## src/rtl/hazard_tracker.sv

```systemverilog
// hazard_tracker: D-stage stall and D/E/M forwarding selects from E/M/W producer tracking; forwarding built only with `HAZARD_FWD_EN
module hazard_tracker #(
  parameter int REG_W = 5
) (
  input  logic             clk,
  input  logic             reset,
  input  logic [1:0]       tuse_rs_D,
  input  logic [1:0]       tuse_rt_D,
  input  logic [1:0]       tnew_D,
  input  logic [REG_W-1:0] rs_D,
  input  logic [REG_W-1:0] rt_D,
  input  logic [REG_W-1:0] dst_D,
  output logic             stall,
  output logic [1:0]       fwd_rs_D,
  output logic [1:0]       fwd_rt_D,
  output logic [1:0]       fwd_rs_E,
  output logic [1:0]       fwd_rt_E,
  output logic             fwd_rt_M
);
  logic [REG_W-1:0] rs_E, rt_E, dst_E, rt_M, dst_M, dst_W;
  logic [1:0] tnew_E, tnew_M;
  logic rs_e, rs_m, rt_e, rt_m;
  function automatic logic hit(input logic [REG_W-1:0] s, input logic [REG_W-1:0] d);
    return s != '0 && s == d;
  endfunction
  assign rs_e = hit(rs_D, dst_E);
  assign rs_m = hit(rs_D, dst_M);
  assign rt_e = hit(rt_D, dst_E);
  assign rt_m = hit(rt_D, dst_M);
  // Advance producers through E/M/W; a stall turns the E slot into a bubble.
  always_ff @(posedge clk or posedge reset)
    if (reset) begin
      rs_E   <= '0;
      rt_E   <= '0;
      dst_E  <= '0;
      tnew_E <= '0;
      rt_M   <= '0;
      dst_M  <= '0;
      tnew_M <= '0;
      dst_W  <= '0;
    end else begin
      rs_E   <= stall ? '0 : rs_D;
      rt_E   <= stall ? '0 : rt_D;
      dst_E  <= stall ? '0 : dst_D;
      tnew_E <= stall ? 2'd0 : tnew_D;
      rt_M   <= rt_E;
      dst_M  <= dst_E;
      tnew_M <= tnew_E == 2'd0 ? 2'd0 : tnew_E - 2'd1;
      dst_W  <= dst_M;
    end
`ifdef HAZARD_FWD_EN
  logic rs_w, rt_w;
  assign rs_w = hit(rs_D, dst_W);
  assign rt_w = hit(rt_D, dst_W);
  // Stall only while a matching producer's result arrives later than the consumer needs it.
  assign stall = (rs_e && tnew_E > tuse_rs_D) || (rs_m && tnew_M > tuse_rs_D) ||
                 (rt_e && tnew_E > tuse_rt_D) || (rt_m && tnew_M > tuse_rt_D);
  // Youngest ready producer wins; a not-yet-ready match falls through since the stall covers it.
  assign fwd_rs_D = rs_e && tnew_E == 2'd0 ? 2'd3 : rs_m && tnew_M == 2'd0 ? 2'd2 : rs_w ? 2'd1 : 2'd0;
  assign fwd_rt_D = rt_e && tnew_E == 2'd0 ? 2'd3 : rt_m && tnew_M == 2'd0 ? 2'd2 : rt_w ? 2'd1 : 2'd0;
  assign fwd_rs_E = hit(rs_E, dst_M) && tnew_M == 2'd0 ? 2'd2 : hit(rs_E, dst_W) ? 2'd1 : 2'd0;
  assign fwd_rt_E = hit(rt_E, dst_M) && tnew_M == 2'd0 ? 2'd2 : hit(rt_E, dst_W) ? 2'd1 : 2'd0;
  assign fwd_rt_M = hit(rt_M, dst_W);
`else
  logic unused_nofwd;
  // Without bypass paths any in-flight E/M producer of a used source blocks D; W is covered by the regfile.
  assign stall = ((rs_e || rs_m) && tuse_rs_D != 2'd3) || ((rt_e || rt_m) && tuse_rt_D != 2'd3);
  assign fwd_rs_D = '0;
  assign fwd_rt_D = '0;
  assign fwd_rs_E = '0;
  assign fwd_rt_E = '0;
  assign fwd_rt_M = 1'b0;
  assign unused_nofwd = ^{rs_E, rt_M, dst_W, tnew_M};
`endif
endmodule
```

## config.mk

```make
export PLATFORM = sky130hd
export DESIGN_NAME = hazard_tracker
export DESIGN_NICKNAME = d
export VERILOG_FILES = /design/src/rtl/hazard_tracker.sv
export SDC_FILE = /design/constraint.sdc
export NUM_CORES = 1
export LEC_CHECK = 0
export ABC_AREA = 1
export CORE_ASPECT_RATIO = 1.5
export CORE_MARGIN = 2
export CORE_UTILIZATION = 39
export CTS_BUF_LIST = sky130_fd_sc_hd__clkbuf_8 sky130_fd_sc_hd__clkbuf_16
export CTS_CLUSTER_DIAMETER = 120
export DETAILED_ROUTE_END_ITERATION = 16
export HOLD_SLACK_MARGIN = 0.05
export PLACE_DENSITY = 0.74
export REMOVE_ABC_BUFFERS = 1
export SYNTH_ARGS = -nofsm -noshare
export SYNTH_HDL_FRONTEND = slang
export SYNTH_SLANG_ARGS = --single-unit
export TNS_END_PERCENT = 5
```

## constraint.sdc

```tcl
create_clock -name clk -period 1.35 [get_ports clk]
set_input_delay 0.2025 -clock clk [delete_from_list [all_inputs] [get_ports clk]]
set_output_delay 0.2025 -clock clk [all_outputs]
set_load 0.005 [all_outputs]
```

==> impl_metrics.env <==
export IMPL_outcome="finished with violations"
export IMPL_violations="setup timing"
export IMPL_core_area_sq_um=1854
export IMPL_synth_common_cells="nand2_1 (49), inv_1 (17), dfrtp_1 (10)"
export IMPL_rrSetupSlack_ns=0.09
export IMPL_hold_viol_final=0
export IMPL_netlist_top_cells_area="dfrtp_1 (32%), nand2_1 (24%), buf_4 (8.7%)"
export IMPL_wl_per_cell_um=9.000
export IMPL_htreeDepth=1
export IMPL_firstDrtPassIters=4
export IMPL_drc=0
export IMPL_grt_pass1_vias=723
export IMPL_p_leak_nw=0.6246
export IMPL_die_w_um=40.45
export IMPL_vias=772
export IMPL_synth_compound_area_share_pct=1.288
export IMPL_cp_required_ns=1.15
export IMPL_synth_top_area_share_pct=32.21
export IMPL_globalplace_congestion=0.7829
export IMPL_powerDensity_nw_per_um2=991.6
export IMPL_rsz0062_at_grt="yes"
export IMPL_synthMuxAreaShare_pct=0
export IMPL_min_period_ns=1.497
export IMPL_synth_top_family_by_area="simple AND/OR/NAND/NOR gates"
export IMPL_fin_ws_ns=-0.1472
export IMPL_seq_area_frac_synth_pct=32.21
export IMPL_grt_met3_usage_pct=3.019
export IMPL_dp_hpwl_um=1381
export IMPL_final_nets=178
export IMPL_vdd_drop_max_mv=0.6699
export IMPL_synth_simple_area_share_pct=39.13
export IMPL_top_usage_layer="met2"
export IMPL_path_common_cell="nand2_1"
export IMPL_clkTransAtPathRegs_ns=0.04
export IMPL_postSynthAreaPerCell_sq_um=6.216
export IMPL_synth_xor_area_share_pct=5.636
export IMPL_grt_start_max_net_pins=11
export IMPL_crit_path_top_delay_cell="dfrtp_1"
export IMPL_drive_gt1_share_pct=18.18
export IMPL_postCtsHoldBufs=0
export IMPL_fp_dieArea_sq_um=2373
export IMPL_cts_buffers=3
export IMPL_final_antenna_net_count=0
export IMPL_total_power_mw=1.051
export IMPL_path_class="reg -> out"
export IMPL_clock_tree_buffer_depth=2
export IMPL_cts_tree="done"
export IMPL_grt_use_met1_pct=20.59
export IMPL_synth_main_ff_cell="dfrtp_1"
export IMPL_ys_types=16
export IMPL_synthAdderAreaFrac_pct=0
export IMPL_path_delay_family="simple AND/OR/NAND/NOR gates"
export IMPL_gr_usage_all_layers_pct=18.31
export IMPL_critical_path_depth=9
export IMPL_synthToLayoutAreaGrowth_pct=36.39
export IMPL_grt_pass1_wl_um=2960
export IMPL_ios=33
export IMPL_via_per_inst=4.411
export IMPL_start_kind="flip-flop"
export IMPL_startpoint="dst_E[1]$_DFF_PP0_"
export IMPL_synth_edf_count=0
export IMPL_clock_latency_ns=0.23
export IMPL_arrival_ns=1.29
export IMPL_slew_viol_final=0
export IMPL_crit_buf_inv=2
export IMPL_maxCapViolations=0
export IMPL_grt_use_met2_pct=30.39
export IMPL_r2r_end="dst_E[3]$_DFF_PP0_"
export IMPL_yosys_area_top_type="dfrtp_1"
export IMPL_num_fill_cells=195
export IMPL_synth_cells=125
export IMPL_first_iter_violations=8
export IMPL_rows=19
export IMPL_grt_remaining_overflow=0
export IMPL_setup_tns_final_ns=-0.1472
export IMPL_placed_cells=170
export IMPL_setup_violations=1
export IMPL_antenna_found_initial=0
export IMPL_crit_fanout=4
export IMPL_max_stage_delay_ns=0.38
export IMPL_placement_io_buffers=21
export IMPL_initial_core_util_pct=41.90
export IMPL_num_antenna_cells=0
export IMPL_ys_async_sr_fraction_pct=100.0
export IMPL_finalNonFillerCells=175
export IMPL_final_util_pct=57.15
export IMPL_r2r_start="dst_E[1]$_DFF_PP0_"
export IMPL_r2r_cells=10
export IMPL_hold_path_class="in -> async"
export IMPL_syn_cell_area_sq_um=777.0
export IMPL_die_h_um=58.67
export IMPL_synth_warning_count=0
export IMPL_ys_ff_latch=10
export IMPL_skew_ns=0.0003451
export IMPL_fmax_mhz=667.9
export IMPL_cts_sinks=10
export IMPL_preCtsSetupSlack_ns=-0.6581
export IMPL_end_kind="output port"
export IMPL_finalCritPeriodShare_pct=110.9
export IMPL_root_buffer="clkbuf_8"
export IMPL_yosysMostFrequentCell="nand2_1"
export IMPL_path_cells="inv_1, nand2_1, nand2_1, nor2_1, nand3_1, nand2_1, nand2_2, nand2_4, buf_6"
export IMPL_wl_um=1575
how the worst max path moves through the flow:
stage | end | slack [ns]
detailed placement | stall | -0.66
CTS | stall | -0.18
global route | stall | -0.28
global placement | stall | -0.63
finish | stall | -0.15
floorplan | stall | 0.26
sequential cells by signal, indices dropped and copies added, names as in the netlist:
| name | flops |
|---|---|
| dst_M | 5 |
| dst_E | 5 |
through the flow:
stage	area, sq um	hold slack (ns)
6_report	1060	0.2343
5_1_grt	1060	0.2775
4_1_cts	1057	0.2432
3_5_place_dp	1006	0.4206
3_3_place_gp	1006	0.4148
2_1_floorplan	739.5	0.04268
report_power, final:
part / switching (mW) / internal (mW)
logic: 0.155 / 0.148
clock network: 0.111 / 0.256
registers: 0.0393 / 0.342
total: 0.305 / 0.745
logic make-up after synthesis:
| family | count (synthesis) |
|---|---|
| buf+inv | 35 |
| other cells | 1 |
| xor+xnor | 5 |
| simple gates | 72 |
| flops | 10 |
| compound gates | 2 |
metal layers:
metal / share of wire (%) / up-vias
met5: 0 / -
met4: 3.6 / 0
met3: 5.8 / 7
met2: 56 / 27
met1: 35 / 340
li1: - / 398
placed cells by master, fill, tap and decap left out:
master	count
nand3_1	5
clkdlybuf4s50_1	10
nand4_1	1
buf_6	1
nor2_2	6
o21ai_1	1
dfrtp_1	10
nor2_1	8
buf_4	5
nand2_4	1
conb_1	9
nand2_2	2
clkbuf_8	4
o21ai_0	1
xor2_1	1
nand2_1	49
dlygate4sd2_1	10
inv_1	17
xnor2_1	4
inv_2	9
area by class of cell:
type	count	area, sq um	area share (%)
inverters	26	97.59	9.209
repair buffers	26	236.5	22.31
well taps	21	26.28	2.479
multi-input cells	88	394.1	37.19
flip-flops and latches	10	250.2	23.61
clock buffers	4	55.05	5.195
repair_timing:
| item | CTS | global route |
|---|---|---|
| gates resized for setup | 15 | 1 |
| pin swaps | 4 | 4 |
| endpoints found under the hold margin | 0 | 0 |
| setup endpoints to repair | 6 | 6 |
| buffers inserted | 1 | 0 |
No activity file was read; power rests on OpenSTA's default activity.
